--- src/rtl/hazard_control_unit.sv ---
// Hazard and sequencing controller for the 5-stage MIPS pipeline: RAW detection,
// forwarding selects, counted load/RAW stalls, MEM-stage redirect flushes and event counters.
module hazard_control_unit #(
  parameter bit FORWARDING_EN = 1'b1,
  parameter int CNT_W         = 16
) (
  input  logic             clk_i,
  input  logic             rst_ni,
  input  logic [4:0]       id_rs_i,
  input  logic [4:0]       id_rt_i,
  input  logic             id_use_rs_i,
  input  logic             id_use_rt_i,
  input  logic             ex_reg_write_i,
  input  logic             ex_mem_read_i,
  input  logic [4:0]       ex_write_reg_i,
  input  logic [4:0]       ex_rs_i,
  input  logic [4:0]       ex_rt_i,
  input  logic             mem_reg_write_i,
  input  logic [4:0]       mem_write_reg_i,
  input  logic             wb_reg_write_i,
  input  logic [4:0]       wb_write_reg_i,
  input  logic             mem_redirect_i,
  output logic             pc_write_o,
  output logic             if_id_write_o,
  output logic             if_id_flush_o,
  output logic             id_ex_flush_o,
  output logic             ex_mem_flush_o,
  output logic [1:0]       fwd_a_o,
  output logic [1:0]       fwd_b_o,
  output logic             id_bypass_a_o,
  output logic             id_bypass_b_o,
  output logic [CNT_W-1:0] stall_count_o,
  output logic [CNT_W-1:0] redirect_count_o
);

  typedef enum logic {RUN, STALL} state_e;

  localparam logic [CNT_W-1:0] CNT_MAX = '1;

  state_e           state_q, state_d;
  logic [1:0]       cnt_q, cnt_d;
  logic [CNT_W-1:0] stallCount_q, redirectCount_q;

  logic       exHit, memHit, stallCycle;
  logic [1:0] need;
  logic [1:0] fwdA, fwdB;

  // $0 is hardwired to zero, so a write to it never creates a dependency.
  function automatic logic regMatch(input logic we, input logic [4:0] dst, input logic [4:0] src);
    return we && (dst == src) && (dst != 5'd0);
  endfunction

  function automatic logic [1:0] fwdSel(input logic [4:0] src);
    if (regMatch(mem_reg_write_i, mem_write_reg_i, src))
      return 2'b10;
    else if (regMatch(wb_reg_write_i, wb_write_reg_i, src))
      return 2'b01;
    else
      return 2'b00;
  endfunction

  always_comb begin
    exHit  = (id_use_rs_i && regMatch(ex_reg_write_i, ex_write_reg_i, id_rs_i)) ||
             (id_use_rt_i && regMatch(ex_reg_write_i, ex_write_reg_i, id_rt_i));
    memHit = (id_use_rs_i && regMatch(mem_reg_write_i, mem_write_reg_i, id_rs_i)) ||
             (id_use_rt_i && regMatch(mem_reg_write_i, mem_write_reg_i, id_rt_i));
    fwdA   = fwdSel(ex_rs_i);
    fwdB   = fwdSel(ex_rt_i);
    need   = 2'd0;
    if (FORWARDING_EN) begin
      if (ex_mem_read_i && exHit) need = 2'd1;
    end else begin
      if (exHit)       need = 2'd2;
      else if (memHit) need = 2'd1;
    end
  end

  assign stallCycle = !mem_redirect_i && ((state_q == STALL) || (need != 2'd0));

  always_ff @(posedge clk_i or negedge rst_ni) begin
    if (!rst_ni) begin
      state_q <= RUN;
      cnt_q   <= 2'd0;
    end else begin
      state_q <= state_d;
      cnt_q   <= cnt_d;
    end
  end

  // Detection is only sampled in RUN; STALL just drains the loaded count.
  always_comb begin
    state_d = state_q;
    cnt_d   = cnt_q;
    if (mem_redirect_i) begin
      state_d = RUN;
      cnt_d   = 2'd0;
    end else begin
      unique case (state_q)
        RUN: begin
          if (need != 2'd0) begin
            cnt_d   = need - 2'd1;
            state_d = (cnt_d != 2'd0) ? STALL : RUN;
          end
        end
        STALL: begin
          cnt_d = cnt_q - 2'd1;
          if (cnt_d == 2'd0) state_d = RUN;
        end
        default: begin
          state_d = RUN;
          cnt_d   = 2'd0;
        end
      endcase
    end
  end

  always_comb begin
    pc_write_o     = 1'b1;
    if_id_write_o  = 1'b1;
    if_id_flush_o  = 1'b0;
    id_ex_flush_o  = 1'b0;
    ex_mem_flush_o = 1'b0;
    fwd_a_o        = 2'b00;
    fwd_b_o        = 2'b00;
    id_bypass_a_o  = 1'b0;
    id_bypass_b_o  = 1'b0;
    if (rst_ni) begin
      if (mem_redirect_i) begin
        if_id_flush_o  = 1'b1;
        id_ex_flush_o  = 1'b1;
        ex_mem_flush_o = 1'b1;
      end else if (stallCycle) begin
        pc_write_o    = 1'b0;
        if_id_write_o = 1'b0;
        id_ex_flush_o = 1'b1;
      end
      if (FORWARDING_EN) begin
        fwd_a_o = fwdA;
        fwd_b_o = fwdB;
      end
      id_bypass_a_o = regMatch(wb_reg_write_i, wb_write_reg_i, id_rs_i);
      id_bypass_b_o = regMatch(wb_reg_write_i, wb_write_reg_i, id_rt_i);
    end
  end

  always_ff @(posedge clk_i or negedge rst_ni) begin
    if (!rst_ni) begin
      stallCount_q    <= '0;
      redirectCount_q <= '0;
    end else begin
      if (stallCycle && (stallCount_q != CNT_MAX))
        stallCount_q <= stallCount_q + 1'b1;
      if (mem_redirect_i && (redirectCount_q != CNT_MAX))
        redirectCount_q <= redirectCount_q + 1'b1;
    end
  end

  assign stall_count_o    = stallCount_q;
  assign redirect_count_o = redirectCount_q;

endmodule
--- config.mk ---
export PLATFORM = sky130hd
export DESIGN_NAME = hazard_control_unit
export DESIGN_NICKNAME = d
export VERILOG_FILES = /design/src/rtl/hazard_control_unit.sv
export SDC_FILE = /design/constraint.sdc
export NUM_CORES = 1
export LEC_CHECK = 0
export ABC_AREA = 1
export BUFFER_PORTS_ARGS = -buffer_cell sky130_fd_sc_hd__buf_2
export CAP_MARGIN = 20
export CORE_MARGIN = 1
export CORE_UTILIZATION = 55
export CTS_CLUSTER_SIZE = 30
export DETAILED_ROUTE_END_ITERATION = 6
export GPL_TIMING_DRIVEN = 0
export PLACE_DENSITY = 0.86
export SYNTH_ARGS = -nofsm -noshare
export SYNTH_HDL_FRONTEND = slang
export SYNTH_SLANG_ARGS = --single-unit
--- constraint.sdc ---
create_clock -name clk_i -period 5.2 [get_ports clk_i]
set_input_delay 1.56 -clock clk_i [delete_from_list [all_inputs] [get_ports clk_i]]
set_output_delay 1.56 -clock clk_i [all_outputs]
set_load 0.005 [all_outputs]
==> implementation parameters, run 1 <==
Parameter                              Value

Detailed routing
  Via count normalized by instance count ... 5.29
  Final antenna-violating net count ... 0
  Wire length per cell ... 12.6 um
  DRC violation count after routing ... 7
  Post-detailed-routing wire length ... 6.65 mm
  Drt pass-1 iters ... 7
  Vias ... 2795
  DR iter-0 viols ... 139

STA
  Number of pins exceeding their max-slew limit in the final report ... 0
  Count of final setup violators ... 0
  RSZ-0062 raised after global routing ... false
  Fin Setup TNS ... 0 ns
  Clock tree skew after final layout ... between 0.01 and 0.015 ns
  Final setup slack of the worst path ... 0.393 ns
  Hold Violations, Final ... 0
  Maximum clock rate ... 0.208 GHz
  Slew at the pin with the worst max-slew slack ... approximately 0.86 ns
  Final worst-path cycle share ... 92.4%
  Final critical path time including I/O delays and setup ... approximately 4.8 ns
  Relative slew slack ... a little over two fifths

Critical path
  Arrival time worst endpoint ... 3.25 ns
  Count of buffering cells on the critical path with inverters included ... 2
  Required @ worst endpoint ... 3.64 ns
  Critical-path cell list ... buf_2 > nand2_1 > a2111oi_0 > nand3_1 > nor2_1 > buf_2
  Reg-to-reg startpoint ... stall_count_o[0]
  Startpoint class of the critical path ... primary input
  Maximum cell stage delay along the critical path ... about 0.65 ns
  R2r worst-path depth ... 9
  CP endpoint kind ... primary output
  Worst path slowest cell ... buf_2
  Crit Path Class ... in2out
  Most prevalent standard cell on the critical path ... buf_2
  Critical register-to-register path endpoint ... stall_count_o[11]
  Minimum setup slack among reg-to-reg paths ... 3.44 ns
  Biggest fanout along the worst timing path ... 40
  Cell family contributing the most delay on the critical path ... buffers and inverters

Layout
  Commonest cells after routing, fill and taps aside ... nand2_1, buf_2, inv_1, nor2_1, dfrtp_1
  Most common cell after layout, fill and taps aside ... nand2_1
  Area Growth Syn to Fin ... 21.8%
  Fraction of final layout cells sized beyond drive strength 1 ... about a quarter
  Antenna Cells ... 0
  NumNets Final ... 522

Run
  Max-capacitance violation count ... 0

Clock network
  Maximum root-to-sink buffer count ... 2
  Post-CTS Setup Repair Bufs ... 0
  CTS Hold Buffers Added ... 0
  Root buffer selected by CTS ... clkbuf_8
  Post-CTS clock slew at the launch and capture registers of the worst setup and hold paths ... about 0.060 ns
  Clock tree from TritonCTS ... yes
  Clock buffer count from CTS ... 5
  Number of sinks driven by the clock tree ... 35
  Post-CTS resize count ... 0
  Skew-Pair Late Insertion Delay ... 0.28 ns
  Depth of the CTS H-tree ... 2

GRT
  Number of global-route vias before repair ... 2677
  Overall fraction of global-route tracks in use ... 28.3%
  Pin count of the biggest net entering global routing ... 41
  Overall overflow remaining after global route ... 0
  Number of antenna violations at the first check in global routing ... 0
  Wire length of the first global-routing pass ... 11.6 mm

Logic synthesis
  Register bit total from synthesis ... 35
  Post-synth top area share ... 33.1%
  Number of instances in the synthesized netlist ... 382
  Netlist area before placement ... 2640 sq um
  Post-synth top area cell ... dfrtp_1
  Mux contribution to synthesized area ... 0%
  Post-Syn Area per Cell ... 6.92 sq um
  Synthesized net count ... 429
  Main combinational cell family by area after synthesis ... simple AND/OR/NAND/NOR gates
  Simple-gate area share of the yosys netlist ... just under 40%
  Largest cells by area after synthesis ... dfrtp_1, nand2_1, xor2_1, inv_1, nor2_1
  Register area share after synthesis ... 33.1%
  Yosys Warn Count ... 0
  Post-synthesis share of cell area spent on xor and xnor gates ... 11.6%
  Arithmetic-cell share of the synthesized area counting full adders, half adders and majority gates ... 1.42%
  Share of the synthesized area in compound gates (AO/OA/AOI/OAI) ... under 10%
  Netlist cell types ... 33

Die
  Die outline area ... 5090 sq um
  Std-Cell Core Area ... 4470 sq um
  Floorplan row count ... 24
  Vertical die dimension ... 71.3 um
  Die extent in x ... slightly above 70 um
  Number of top-level pins ... 87
  Initial core utilization ... 59.1%

Place
  Quantity of I/O buffers inserted on ports ... 86
  Worst slack, placed ... 0.352 ns
  RePlAce Congestion ... 0.922
  Post-DP HPWL ... around 5.3 mm

Worst hold path
  Hold Startpoint ... cnt_q[0]
  Worst hold path stage count ... 1
  WHS Endpoint ... cnt_q[0]
  Class of the tightest hold or removal check ... reg2reg

Run status
  Result of the run ... complete, but fails checks
  Violated checks ... DRC

Power
  Power per standard cell area ... 218 nW/um^2
  Largest vdd supply drop ... 0.254 mV
  Leakage power ... 1.79 nW
## area by class of cell
cell class,count,area [sq um]
Multi-Input combinational cell,287,1520
Buffer,8,51.3
Timing Repair Buffer,86,430
Tap cell,52,65.1
Fill cell,389,1250
Inverter,52,195
Clock buffer,7,76.3
Clock inverter,1,5.00
Sequential cell,35,876
## kinds of logic (layout without fill, tap and decap cells)
| kind of cell | count (synthesis) | in the layout |
|---|---|---|
| xor gates and xnor gates | 35 | 35 |
| adders and majority gates | 3 | 3 |
| and+or+nand+nor | 224 | 224 |
| DFF | 35 | 35 |
| buffers and inverters | 60 | 154 |
| AOI/OAI and AO/OA | 25 | 25 |
## worst max path at each step
stage	startpoint	endpoint	slack (ns)	cells past startpoint
floorplan	ex_write_reg_i[2]	pc_write_o	1.12	10
global placement	rst_ni	fwd_a_o[0]	0.32	6
detailed placement	rst_ni	fwd_a_o[0]	0.35	6
CTS	rst_ni	fwd_a_o[0]	0.35	6
global route	rst_ni	fwd_a_o[0]	0.04	6
finish	rst_ni	fwd_a_o[0]	0.39	6
## routing by layer
layer	wire length, um	up-vias	GRT usage [%]
met1	3080	1294	36.6
met4	46	0	6.67
met2	3250	76	50.3
li1	-	1421	-
met5	0	-	0
met3	272	4	4.08
## cell usage after synthesis, drive strengths merged
library cell / number
inv: 52
clkbuf: 2
dfrtp: 35
buf: 6
nor3: 13
a211oi: 1
ha: 3
and3: 1
nor2: 40
o211ai: 1
a2111oi: 1
o21ai: 9
nand2: 116
nand3b: 2
o221ai: 1
nor4: 5
a21oi: 5
o2111ai: 1
o22ai: 4
nand4: 22
nand3: 24
a221oi: 2
and2: 1
xor2: 26
xnor2: 9
## worst register-to-register path, stage by stage, from the launching register on
cell and delay [ns]:
dfrtp_1 0.44, ha_1 0.23, nand2_2 0.09, nor2_4 0.17, nand2_2 0.11, nor2_4 0.11
nand2_4 0.09, buf_2 0.21, nand4_1 0.12, nand2_1 0.07
## sequential cells by signal (all words and copies together), names as in the netlist
name	cells
state_q	1
redirect_count_o	16
stall_count_o	16
cnt_q	2
## metrics by stage
| step | std cells | utilization [%] | cell area (sq um) | hold slack, ns | total power, mW |
|---|---|---|---|---|---|
| 5_1_grt | 528 | 72.0 | 3220 | 0.516 | 0.749 |
| 3_3_place_gp | 520 | 70.1 | 3140 | 0.470 | 0.510 |
| 6_report | 528 | 72.0 | 3220 | 0.494 | 0.702 |
| 4_1_cts | 528 | 72.0 | 3220 | 0.494 | 0.707 |
| 2_1_floorplan | 382 | - | 2640 | 0.451 | 0.431 |
| 3_5_place_dp | 520 | 70.1 | 3140 | 0.477 | 0.517 |
## power by group
part,switching (mW),internal [mW],leakage [nW]
registers,0.0408,0.303,0.459
logic,0.0917,0.0774,1.29
clock network,0.0953,0.0941,0.0422
Note: power is estimated with default switching activity, not from simulation.
==> inputs of run 2 (changes only) <==
--- a/config.mk
+++ b/config.mk
@@ -9,11 +9,11 @@
 export BUFFER_PORTS_ARGS = -buffer_cell sky130_fd_sc_hd__buf_2
 export CAP_MARGIN = 20
 export CORE_MARGIN = 1
-export CORE_UTILIZATION = 55
+export CORE_UTILIZATION = 51
 export CTS_CLUSTER_SIZE = 30
 export DETAILED_ROUTE_END_ITERATION = 6
 export GPL_TIMING_DRIVEN = 0
-export PLACE_DENSITY = 0.86
+export PLACE_DENSITY = 0.8
 export SYNTH_ARGS = -nofsm -noshare
 export SYNTH_HDL_FRONTEND = slang
 export SYNTH_SLANG_ARGS = --single-unit
==> constraint.sdc (replaced) <==
create_clock -name clk_i -period 4.67 [get_ports clk_i]
set_input_delay 1.401 -clock clk_i [delete_from_list [all_inputs] [get_ports clk_i]]
set_output_delay 1.401 -clock clk_i [all_outputs]
set_load 0.005 [all_outputs]
==> run 2 against run 1 <==
Compared with the run above: the flow now finishes without violations; die area is 7.6% higher; routed wire length down 2.4%; sequential share of layout area is 0.48 points lower; critical path depth did not move; non-clock buffer count stayed put; utilization is 4.4 points lower; largest power group unchanged; clock-buffer cell count decreased by 1; critical path type unchanged.
==> implementation parameters, run 2 (same netlist as run 1, synthesis figures left out) <==
Parameter                              Value

Worst hold path
  Worst hold path stage count ... 1 (unchanged)
  Class of the tightest hold or removal check ... reg2reg
  WHS Endpoint ... cnt_q[0]
  Hold Startpoint ... cnt_q[0]

Run status
  Result of the run ... complete, no violations

Critical path
  CP endpoint kind ... primary output
  Arrival time worst endpoint ... 2.83 ns (-0.42 ns)
  Critical register-to-register path endpoint ... stall_count_o[15]
  Crit Path Class ... in2out
  R2r worst-path depth ... 9 (unchanged)
  Reg-to-reg startpoint ... stall_count_o[0]
  Startpoint class of the critical path ... primary input
  Minimum setup slack among reg-to-reg paths ... 2.94 ns (-0.50 ns)
  Required @ worst endpoint ... 3.27 ns (-0.37 ns)
  Biggest fanout along the worst timing path ... 40 (unchanged)

Layout
  Area Growth Syn to Fin ... 24.0%
  Post-Layout Inst Area ... 3280 sq um (+1.8%)
  Non-filler cells in the finished layout ... 543 (+2.8%)
  Fraction of final layout cells sized beyond drive strength 1 ... 23.9% (+0.42 points)
  Antenna Cells ... 0 (unchanged)
  Commonest cells after routing, fill and taps aside ... nand2_1, buf_2, inv_1, nor2_1, dfrtp_1
  NumNets Final ... 522 (unchanged)
  Most common cell after layout, fill and taps aside ... nand2_1

Power
  Leakage power ... 1.81 nW (+1.1%)
  Power per standard cell area ... 260 nW/um^2 (+19%)
  Largest vdd supply drop ... 0.225 mV (-12%)

Clock network
  Depth of the CTS H-tree ... 2 (unchanged)
  Skew-Pair Late Insertion Delay ... 0.29 ns (about the same)
  Post-CTS clock slew at the launch and capture registers of the worst setup and hold paths ... 0.07 ns (about the same)
  Clock tree from TritonCTS ... yes
  Number of sinks driven by the clock tree ... 35 (unchanged)
  Maximum root-to-sink buffer count ... 2 (unchanged)
  Clock buffer count from CTS ... 5 (unchanged)
  Root buffer selected by CTS ... clkbuf_8

Detailed routing
  DR iter-0 viols ... 158 (+14%)
  Drt pass-1 iters ... 4 (-3)
  Wire length per cell ... 12.0 um (-5.1%)
  Vias ... 2801 (+0.21%)
  Post-detailed-routing wire length ... 6.49 mm (-2.4%)
  DRC violation count after routing ... 0 (-7)
  Final antenna-violating net count ... 0 (unchanged)
  Via count normalized by instance count ... 5.16 (-2.6%)

STA
  RSZ-0062 raised after global routing ... false
  Count of final setup violators ... 0 (unchanged)
  Clock tree skew after final layout ... 0.00832 ns (-0.00287 ns)
  Hold Violations, Final ... 0 (unchanged)
  Number of pins exceeding their max-slew limit in the final report ... 0 (unchanged)
  Fin Setup TNS ... 0 ns (unchanged)
  Maximum clock rate ... 0.236 GHz
  Final critical path time including I/O delays and setup ... between 4 and 5 ns
  Relative slew slack ... 65.0% (+22 points)
  Slew at the pin with the worst max-slew slack ... 0.526 ns (-0.333 ns)
  Final worst-path cycle share ... between 90% and 100%

GRT
  Overall fraction of global-route tracks in use ... 25.1% (-3.3 points)
  Number of global-route vias before repair ... 2546 (-4.9%)
  Wire length of the first global-routing pass ... 10.7 mm (-7.9%)
  Number of antenna violations at the first check in global routing ... 0 (unchanged)
  Overall overflow remaining after global route ... 0 (unchanged)
  Pin count of the biggest net entering global routing ... 41 (unchanged)

Place
  Placement Cell Area ... 3160 sq um (+0.60%)
  RePlAce Congestion ... 0.933 (+1.2%)
  Quantity of I/O buffers inserted on ports ... 86 (unchanged)
  Number of placed instances, taps included ... 535 (+2.9%)
  Post-DP HPWL ... 5.08 mm (-3.5%)

Run
  Max-capacitance violation count ... 0 (unchanged)

Die
  Initial core utilization ... 54.5% (-4.6 points)
  Vertical die dimension ... 74.0 um (+3.7%)
  Floorplan row count ... 25 (+4.2%)
  Std-Cell Core Area ... 4850 sq um (+8.4%)
  Die extent in x ... 74.0 um (+3.7%)
  Die outline area ... 5470 sq um (+7.6%)
  Number of top-level pins ... 87 (unchanged)
[run 2: cell types whose count changed in the layout (fill, tap and decap cells not counted)]
cell,before,now
clkbuf_8,5,6
bufinv_16,0,1
clkbuf_1,4,2
buf_2,88,87
clkbuf_4,0,1
[run 2: power by group]
part | internal, mW | leakage [nW] | switching [mW] | total [mW]
Clock | 0.173 | 0.0612 | 0.109 | 0.282
Sequential | 0.337 | 0.459 | 0.0463 | 0.384
Combinational | 0.0864 | 1.29 | 0.0997 | 0.186
[run 2: area by class of cell]
| type | instances | area (sq um) |
|---|---|---|
| buffer | 8 | 51.3 |
| clock buffer | 6 | 82.6 |
| clock inverter | 2 | 35.0 |
| fill | 427 | 1570 |
| inverter | 52 | 195 |
| multi-input combinational | 287 | 1520 |
| sequential | 35 | 876 |
| tap | 67 | 83.8 |
| timing repair buffer | 86 | 433 |
[run 2: worst max-delay path by stage]
stage | start | slack (ns) | to
floorplan | ex_write_reg_i[2] | 0.90 | pc_write_o
CTS | rst_ni | 0.11 | fwd_a_o[0]
global route | rst_ni | 0.22 | fwd_a_o[0]
finish | rst_ni | 0.44 | fwd_a_o[0]
detailed placement | rst_ni | 0.11 | fwd_a_o[0]
global placement | rst_ni | 0.1 | fwd_a_o[0]
[run 2: critical path, cell delays in order]
cell and delay [ns]:
clkbuf_4 0.45, nand2_1 0.18, a2111oi_0 0.40, nand3_1 0.14, nor2_1 0.13, buf_2 0.12
[run 2: routing by layer]
metal  global-route usage, %  part of all wire [%]
met5                       0                     0
met4                    8.55                   1.7
met3                    4.34                   4.2
met2                    42.8                    48
met1                    32.1                    46
[run 2: timing repair]
action	in CTS	in global routing
buffers inserted	0	0
resized for setup	0	1
endpoints found under the setup margin	0	1
hold buffers	0	0
[run 2: through the flow]
step	hold WS (ns)	util [%]	setup slack, ns	total power, mW
floorplan	0.451	-	0.904	0.480
global placement	0.470	65.1	0.0993	0.568
detailed placement	0.481	65.1	0.111	0.574
CTS	0.501	67.5	0.114	0.858
global route	0.517	67.6	0.217	0.901
finish	0.501	67.6	0.438	0.852
==> inputs of run 3 (changes only) <==
--- a/config.mk
+++ b/config.mk
@@ -8,12 +8,12 @@
 export ABC_AREA = 1
 export BUFFER_PORTS_ARGS = -buffer_cell sky130_fd_sc_hd__buf_2
 export CAP_MARGIN = 20
-export CORE_MARGIN = 1
+export CORE_MARGIN = 8
 export CORE_UTILIZATION = 51
 export CTS_CLUSTER_SIZE = 30
 export DETAILED_ROUTE_END_ITERATION = 6
 export GPL_TIMING_DRIVEN = 0
-export PLACE_DENSITY = 0.8
+export PLACE_DENSITY_LB_ADDON = 0.12
 export SYNTH_ARGS = -nofsm -noshare
 export SYNTH_HDL_FRONTEND = slang
 export SYNTH_SLANG_ARGS = --single-unit
==> run 3 against run 2 <==
Compared with the run above: worst setup slack better by 0.0086 ns; routed wire length grew 11%; fmax grew 0.20%; critical endpoint unchanged; largest cell class unchanged.
==> implementation parameters, run 3 (same netlist as run 1, synthesis figures left out) <==
Parameter                              Value

STA
  Fin Setup TNS ... 0 ns (unchanged)
  Clock tree skew after final layout ... 0.00779 ns (-0.000535 ns)
  Count of final setup violators ... 0 (unchanged)
  Number of pins exceeding their max-slew limit in the final report ... 0 (unchanged)
  RSZ-0062 raised after global routing ... false
  Maximum clock rate ... 0.237 GHz (+0.20%)
  Relative slew slack ... 62.9% (-2.1 points)
  Final critical path time including I/O delays and setup ... 4.22 ns (-0.00862 ns)
  Final worst-path cycle share ... 90.4% (-0.18 points)
  Slew at the pin with the worst max-slew slack ... 0.552 ns (+0.0264 ns)
  Hold Violations, Final ... 0 (unchanged)

Clock network
  Depth of the CTS H-tree ... 2 (unchanged)
  Post-CTS clock slew at the launch and capture registers of the worst setup and hold paths ... 0.06 ns (about the same)
  Post-CTS Setup Repair Bufs ... 0 (unchanged)
  Skew-Pair Late Insertion Delay ... 0.29 ns (about the same)
  Maximum root-to-sink buffer count ... 2 (unchanged)
  Clock buffer count from CTS ... 5 (unchanged)
  Post-CTS resize count ... 0 (unchanged)
  Root buffer selected by CTS ... clkbuf_8
  Clock tree from TritonCTS ... yes
  CTS Hold Buffers Added ... 0 (unchanged)
  Number of sinks driven by the clock tree ... 35 (unchanged)

Critical path
  Required @ worst endpoint ... 3.27 ns (about the same)
  Maximum cell stage delay along the critical path ... 0.44 ns (about the same)
  Startpoint class of the critical path ... primary input
  Critical register-to-register path endpoint ... stall_count_o[9]
  Minimum setup slack among reg-to-reg paths ... 2.91 ns (-0.03 ns)
  CP endpoint kind ... primary output
  Arrival time worst endpoint ... 2.82 ns (about the same)
  Reg-to-reg startpoint ... stall_count_o[0]
  Critical-path cell list ... clkbuf_4 > nand2_1 > a2111oi_0 > nand3_1 > nor2_1 > buf_2
  Count of buffering cells on the critical path with inverters included ... 2 (unchanged)
  Crit Path Class ... in2out
  R2r worst-path depth ... 9 (unchanged)
  Cell family contributing the most delay on the critical path ... buffers and inverters
  Worst path slowest cell ... clkbuf_4
  Biggest fanout along the worst timing path ... 40 (unchanged)

Layout
  Area Growth Syn to Fin ... 23.7%
  NumNets Final ... 522 (unchanged)
  Commonest cells after routing, fill and taps aside ... nand2_1, buf_2, inv_1, nor2_1, dfrtp_1
  Post-Layout Inst Area ... 3270 sq um (-0.23%)
  Fin util ... 64.8% (-2.7 points)
  Fraction of final layout cells sized beyond drive strength 1 ... 23.8% (-0.16 points)
  Most common cell after layout, fill and taps aside ... nand2_1
  Antenna Cells ... 0 (unchanged)

GRT
  Overall fraction of global-route tracks in use ... 19.2% (-5.9 points)
  Pin count of the biggest net entering global routing ... 41 (unchanged)
  Overall overflow remaining after global route ... 0 (unchanged)
  Number of antenna violations at the first check in global routing ... 0 (unchanged)
  Wire length of the first global-routing pass ... 12.1 mm (+13%)
  Number of global-route vias before repair ... 2791 (+9.6%)

Detailed routing
  Post-detailed-routing wire length ... 7.23 mm (+11%)
  Drt pass-1 iters ... 5 (+1)
  DR iter-0 viols ... 84 (-47%)
  DRC violation count after routing ... 0 (unchanged)
  Final antenna-violating net count ... 0 (unchanged)
  Vias ... 2793 (-0.29%)
  Via count normalized by instance count ... 5.12 (-0.65%)
  Wire length per cell ... 13.3 um (+11%)

Power
  Leakage power ... 1.80 nW (-0.61%)
  Power per standard cell area ... 255 nW/um^2 (-1.7%)
  Largest vdd supply drop ... 0.308 mV (+37%)

Die
  Floorplan row count ... 26 (+4.0%)
  Std-Cell Core Area ... 5040 sq um (+4.0%)
  Initial core utilization ... 52.4% (-2.1 points)
  Number of top-level pins ... 87 (unchanged)
  Die extent in x ... 88.0 um (+19%)
  Vertical die dimension ... 88.0 um (+19%)
  Die outline area ... 7740 sq um (+41%)

Place
  Post-DP HPWL ... 5.72 mm (+13%)
  Quantity of I/O buffers inserted on ports ... 86 (unchanged)
  RePlAce Congestion ... 0.892 (-4.3%)
  Placement Cell Area ... 3160 sq um (+0.12%)

Run status
  Result of the run ... complete, no violations

Worst hold path
  Worst hold path stage count ... 1 (unchanged)
  WHS Endpoint ... cnt_q[0]
  Hold Startpoint ... cnt_q[0]
  Class of the tightest hold or removal check ... reg2reg

Run
  Max-capacitance violation count ... 0 (unchanged)
run 3: worst register-to-register path, stage by stage, from the launching register on:
cell and delay (ns):
dfrtp_1 0.45, ha_1 0.23, nand2_2 0.09, nor2_4 0.17
nand2_2 0.11, nor2_4 0.11, nand2_4 0.09, buf_2 0.21
nand4_1 0.13, nand2_1 0.06
run 3: worst max-delay path by stage:
stage / slack [ns] / from / cells past startpoint / end
6_report: 0.45 / rst_ni / 6 / fwd_a_o[0]
5_1_grt: 0.13 / rst_ni / 6 / fwd_a_o[0]
4_1_cts: 0.15 / rst_ni / 6 / fwd_a_o[0]
3_5_place_dp: 0.16 / rst_ni / 6 / fwd_a_o[0]
3_3_place_gp: 0.15 / rst_ni / 6 / fwd_a_o[0]
2_1_floorplan: 0.90 / ex_write_reg_i[2] / 10 / pc_write_o
run 3: final cells by class:
class | instances | area [sq um]
plain buffers | 8 | 51.3
clock buffers | 5 | 68.8
clock inverters | 2 | 37.5
fillers | 452 | 1770
inverters | 52 | 195
multi-input cells | 287 | 1520
flip-flops and latches | 35 | 876
well taps | 70 | 87.6
repair buffers | 86 | 433
run 3: through the flow:
stage          setup slack [ns]  hold WS, ns  std cells  power (mW)
4_1_cts                   0.149        0.489        545       0.844
3_5_place_dp              0.156        0.484        538       0.578
3_3_place_gp              0.149        0.474        538       0.571
2_1_floorplan             0.904        0.451        382       0.480
6_report                  0.446        0.484        545       0.835
5_1_grt                   0.132        0.507        545       0.882
run 3: metal layers:
layer	wire [um]	global-route usage [%]	vias to the layer above
met5	0	0	-
met4	101	5.47	0
met3	635	4.41	10
met2	3500	35.2	101
met1	2990	21.3	1263
li1	-	-	1419
run 3: power breakdown:
group	switching (mW)	total [mW]	internal, mW
combinational	0.105	0.193	0.0871
clock	0.107	0.263	0.156
sequential	0.0424	0.380	0.337
